==> src/rtl/tdm_demux4_pkg.sv <==
// Shared constants for the 4-channel TDM receive path.
package tdm_demux4_pkg;
    localparam logic [0:0]  ST_HUNT = 1'b0;
    localparam logic [0:0]  ST_LOCK = 1'b1;
    localparam int unsigned NUM_CH  = 4;
    localparam int unsigned SLOT_W  = 2;
endpackage

==> src/rtl/tdm_chan_shreg.sv <==
// Per-channel MSB-first deserializing shift register.
module tdm_chan_shreg #(
    parameter int unsigned WIDTH = 8
) (
    input  logic             clk,
    input  logic             rst,
    input  logic             en,
    input  logic             din,
    output logic [WIDTH-1:0] q
);

    always_ff @(posedge clk or posedge rst) begin
        if (rst) begin
            q <= '0;
        end else if (en) begin
            q <= {q[WIDTH-2:0], din};
        end
    end

endmodule

==> src/rtl/tdm_demux4.sv <==
// 1-to-4 TDM demultiplexer: frame lock, channel routing and a registered
// parallel word-set output with valid/ready handshake.
module tdm_demux4
    import tdm_demux4_pkg::*;
#(
    parameter int unsigned WIDTH = 8
) (
    input  logic                    clk,
    input  logic                    rst,
    input  logic                    din,
    input  logic                    din_valid,
    input  logic                    frame_sync,
    output logic [NUM_CH*WIDTH-1:0] dout,
    output logic                    dout_valid,
    input  logic                    dout_ready,
    output logic                    locked,
    output logic                    sync_err,
    output logic                    overrun
);

    localparam int unsigned BCNT_W = $clog2(WIDTH);

    logic [0:0]        state, stateNext;
    logic [SLOT_W-1:0] slot, slotNext, chSel;
    logic [BCNT_W-1:0] bcnt, bcntNext;
    logic              misplaced, beat, restart, complete;
    logic [NUM_CH-1:0] chEn;
    logic [WIDTH-1:0]  chQ [NUM_CH];
    logic [WIDTH-1:0]  ch3Next;
    logic              unusedCh3Msb;

    // State and counter register.
    always_ff @(posedge clk or posedge rst) begin
        if (rst) begin
            state <= ST_HUNT;
            slot  <= '0;
            bcnt  <= '0;
        end else begin
            state <= stateNext;
            slot  <= slotNext;
            bcnt  <= bcntNext;
        end
    end

    // Next-state, slot/bit counting and channel decode.
    always_comb begin
        stateNext = state;
        slotNext  = slot;
        bcntNext  = bcnt;
        complete  = 1'b0;
        misplaced = (state == ST_LOCK) && frame_sync && (slot != '0);
        beat      = din_valid && ((state == ST_LOCK) || frame_sync);
        restart   = (state == ST_HUNT) || misplaced;
        chSel     = restart ? '0 : slot;
        if (beat) begin
            stateNext = ST_LOCK;
            if (restart) begin
                slotNext = SLOT_W'(1);
                bcntNext = '0;
            end else begin
                slotNext = slot + SLOT_W'(1);
                if (slot == SLOT_W'(NUM_CH - 1)) begin
                    if (bcnt == BCNT_W'(WIDTH - 1)) begin
                        complete = 1'b1;
                        bcntNext = '0;
                    end else begin
                        bcntNext = bcnt + BCNT_W'(1);
                    end
                end
            end
        end
        for (int k = 0; k < NUM_CH; k++) begin
            chEn[k] = beat && (chSel == SLOT_W'(k));
        end
    end

    for (genvar k = 0; k < NUM_CH; k++) begin : gCh
        tdm_chan_shreg #(.WIDTH(WIDTH)) uShreg (
            .clk (clk),
            .rst (rst),
            .en  (chEn[k]),
            .din (din),
            .q   (chQ[k])
        );
    end

    // ch3 finishes on the completing beat, so its word is taken pre-shift.
    assign ch3Next      = {chQ[3][WIDTH-2:0], din};
    assign unusedCh3Msb = chQ[3][WIDTH-1];
    assign locked       = state[0];

    // Output word-set register, handshake and error flags.
    always_ff @(posedge clk or posedge rst) begin
        if (rst) begin
            dout       <= '0;
            dout_valid <= 1'b0;
            sync_err   <= 1'b0;
            overrun    <= 1'b0;
        end else begin
            sync_err <= din_valid && misplaced;
            if (complete) begin
                if (!dout_valid || dout_ready) begin
                    dout       <= {ch3Next, chQ[2], chQ[1], chQ[0]};
                    dout_valid <= 1'b1;
                end else begin
                    overrun <= 1'b1;
                end
            end else if (dout_valid && dout_ready) begin
                dout_valid <= 1'b0;
            end
        end
    end

endmodule

==> config.mk <==
export PLATFORM = sky130hd
export DESIGN_NAME = tdm_demux4
export DESIGN_NICKNAME = d
export VERILOG_FILES = /design/src/rtl/tdm_demux4_pkg.sv /design/src/rtl/tdm_chan_shreg.sv /design/src/rtl/tdm_demux4.sv
export SDC_FILE = /design/constraint.sdc
export NUM_CORES = 1
export LEC_CHECK = 0
export CORE_AREA = 2 2 81 83
export DETAILED_ROUTE_END_ITERATION = 7
export DIE_AREA = 0 0 83 85
export GPL_TIMING_DRIVEN = 0
export PLACE_DENSITY = 0.78
export SETUP_SLACK_MARGIN = 0.3
export SLEW_MARGIN = 5
export SYNTH_ARGS = -nofsm -noshare
export SYNTH_HDL_FRONTEND = slang
export SYNTH_SLANG_ARGS = --single-unit
==> constraint.sdc <==
create_clock -name clk -period 2.2 [get_ports clk]
set_input_delay 0.33 -clock clk [delete_from_list [all_inputs] [get_ports clk]]
set_output_delay 0.33 -clock clk [all_outputs]
set_load 0.03 [all_outputs]
==> key figures <==
Power and ir drop
  • Switching Fraction: 0.268
  • Pint: 2590 µW
  • Total power draw: 3540 µW
  • Share of power burned in registers: 0.503
  • Power per cell area: 940 nW/µm²
  • Combinational Power Share: 0.214
  • Lkg Pwr: 0.00178 µW
  • VDD IR max: 0.000434 V
  • Clk pwr share: 0.283
  • Net Sw Power: 948 µW

Clock network
  • Clock sinks: 72
  • Clock transition at path regs: 80 ps
  • CTS tree: done
  • Clk Tree Root Cell: clkbuf_8
  • # H-tree levels: 3
  • Insertion delay to the later sink of the worst-skew pair: 330 ps
  • CTS Buf Count: 9
  • CTS max path bufs: 2

Timing
  • RSZ-0062 raised after global routing: yes
  • F_max: 536 MHz
  • Minimum clock period: 1870 ps
  • Relative slew slack: 0.542
  • Clock skew: 10.3 ps
  • Fin. Hold Viols: 0
  • Slew Limit Fails: 0
  • Worst-margin pin slew: 685 ps
  • Final period util: 0.848
  • Final-report setup violation count: 0
  • Setup TNS Final: 0 ps

Floorplan
  • Initial core utilization: 0.467
  • Die Wd: 83 µm
  • Placeable core area: 6200 µm²
  • Die H: 85 µm
  • I/O pins: 42
  • Die area: 7060 µm²
  • Row count: 29

Status
  • Outcome: completed

Finish
  • Reg area: 1800 µm²
  • N_diodes: 0
  • Final Cell Area: 3770 µm²
  • Fillers: 495
  • Area Growth Syn to Fin: 30.1%
  • Nets: 254
  • Area occupied by multi-input gates: 1040 µm²
  • Fraction of layout cells with a size suffix above 1: 0.423

Synthesis
  • Post-synth top cells: 72 x dfrtp_1, 61 x mux2_2, 4 x ha_1
  • Synth unique cells: 30
  • Ys flop type: dfrtp_1
  • EDFF count, synth: 0
  • Syn_nets: 190
  • Top-count cell post-synth: dfrtp_1
  • Yosys top cell area share: 0.622
  • Dominant cell type by area after synthesis: dfrtp_1
  • Total number of yosys warnings: 0
  • Post-synth ARST share: 1.00
  • Sequential area share after synthesis: 0.622
  • Synth Instances: 180
  • Top post-synthesis cells by area: dfrtp_1 62%, mux2_2 24%, nor4_4 2.2%, ha_1 1.7%, buf_6 1.2%
  • Syn_area_per_cell: 16.1 µm²
  • Synthesized flop and latch total: 72
  • Area of the mapped netlist: 2900 µm²

Critical path
  • End of the worst register-to-register path: gCh[2].uShreg.q[4]
  • Critical-path maximum fanout: 8
  • R2R depth: 7
  • R2r setup slk: 330 ps
  • CP startpoint kind: register
  • WS Path Type: reg -> reg
  • Critical path arrival: 2070 ps
  • R2r startpoint: slot[0]
  • CP Capture Type: register
  • WP data required: 2410 ps

Route
  • Post-DR vias/cell: 5.15
  • Top sig layer: met4
  • Metal2 WL: 2230 µm
  • Via count: 1673
  • Final routed DRC violation total: 0
  • Final WL: 4700 µm
  • DRT Pass-1 Iters: 3
  • Wl on met1: 2240 µm
  • Antenna Violating Nets Remaining: 0
  • WL/cell: 14.4 µm
  • Iter 0 DRT Violations: 83
  • WL met3: 151 µm

GRT
  • Vias in the first global route: 1667
  • First-pass GRT wire length: 7610 µm
  • GRT overflow: 0
  • Largest net degree at the start of global routing: 42
  • GRT Total Usage: 0.136
  • Initial antenna violation count: 0

Flow run
  • Max Cap Viol: 0

Min path
  • HP Class: in -> async

Placed design
  • DP Area: 3450 µm²
  • I/O Buffers: 41
  • DPL Wire Length: 3090 µm
  • Placer Congestion: 0.736
[sequential cells by signal, summed over array words and instances (netlist names)]
signal / count
bcnt: 3
dout: 32
dout_valid: 1
gCh.uShreg.q: 31
locked: 1
overrun: 1
slot: 2
sync_err: 1
[worst max path at each step]
stage / start / to / slack, ps / depth (start not counted)
2_1_floorplan: slot[1] / gCh[2].uShreg.q[0] / 320 / 5
3_3_place_gp: frame_sync / gCh[2].uShreg.q[1] / -30 / 4
3_5_place_dp: frame_sync / gCh[2].uShreg.q[7] / -60 / 4
4_1_cts: slot[0] / dout[23] / 330 / 7
5_1_grt: slot[1] / dout[26] / 270 / 7
6_report: slot[0] / gCh[2].uShreg.q[4] / 330 / 7
[cells by family (layout without fill, tap and decap cells)]
group	after synthesis	in the layout	synth area share
buffers and inverters	10	78	0.0229
adders and majority gates	4	4	0.0173
muxes	63	63	0.245
DFF	72	72	0.622
AOI/OAI and AO/OA	13	13	0.0376
and+or+nand+nor	18	18	0.0553
[through the flow]
step	instances	worst slack, ps	hold WS [ps]	util
4_1_cts	319	335	456	0.592
5_1_grt	325	267	511	0.607
3_5_place_dp	299	-58.3	471	0.555
3_3_place_gp	298	-33.2	455	0.552
6_report	325	335	448	0.607
2_1_floorplan	180	320	447	-
[layer usage]
metal | up-vias | global-route usage
li1 | 782 | -
met1 | 859 | 0.179
met2 | 26 | 0.212
met3 | 6 | 0.0409
met4 | 0 | 0.0626
met5 | - | 0
[repair_timing]
item | in CTS | in global routing
resized for setup | 2 | 8
hold buffers | 0 | 0
pin swaps | 3 | 2
endpoints found under the setup margin | 53 | 38
gates cloned | 0 | 1
buffers inserted | 5 | 5
hold endpoints to repair | 0 | 0
[power groups by stage]
stage                     logic (µW)  registers (µW)  clock network (µW)
final                            758            1780                1000
after global routing             828            1820                1090
after CTS                        712            1780                1030
after detailed placement         650            1830                   0
after global placement           615            1810                   0
after floorplan                  545            1760                   0
[cell type report]
type                    instances  area share
repair buffers                 53       0.143
flip-flops and latches         72       0.479
well taps                      77      0.0256
clock buffers                  12      0.0385
plain buffers                   6      0.0196
clock inverters                 3      0.0113
inverters                       4     0.00697
multi-input cells              98       0.276
[layout by cell type (no fill, tap or decap), types with 2 or more instances in the layout]
| cell type | Yosys | routed |
|---|---|---|
| buf_6 | 3 | 3 |
| buf_4 | 1 | 9 |
| clkdlybuf4s50_1 | 0 | 41 |
| clkbuf_8 | 0 | 10 |
| nand2_1 | 2 | 2 |
| nor2_1 | 2 | 2 |
| nor4_4 | 3 | 3 |
| buf_12 | 0 | 2 |
| nand3_1 | 2 | 2 |
| ha_1 | 4 | 3 |
| dfrtp_1 | 72 | 70 |
| clkbuf_1 | 0 | 2 |
| buf_8 | 0 | 2 |
| dfrtp_2 | 0 | 2 |
| o21ai_0 | 2 | 2 |
| clkinvlp_4 | 0 | 2 |
| a22o_1 | 3 | 3 |
| nand4_1 | 2 | 2 |
| mux2_1 | 2 | 2 |
| mux2_2 | 61 | 61 |
| a21o_1 | 2 | 2 |
[worst max-delay path, stage by stage, from the launching register on]
cell,delay [ps]
dfrtp_2,440
inv_4,70
ha_4,150
and2b_4,210
buf_4,140
nor4_4,190
buf_4,200
mux2_2,340
(Power assumes the default switching activity.)
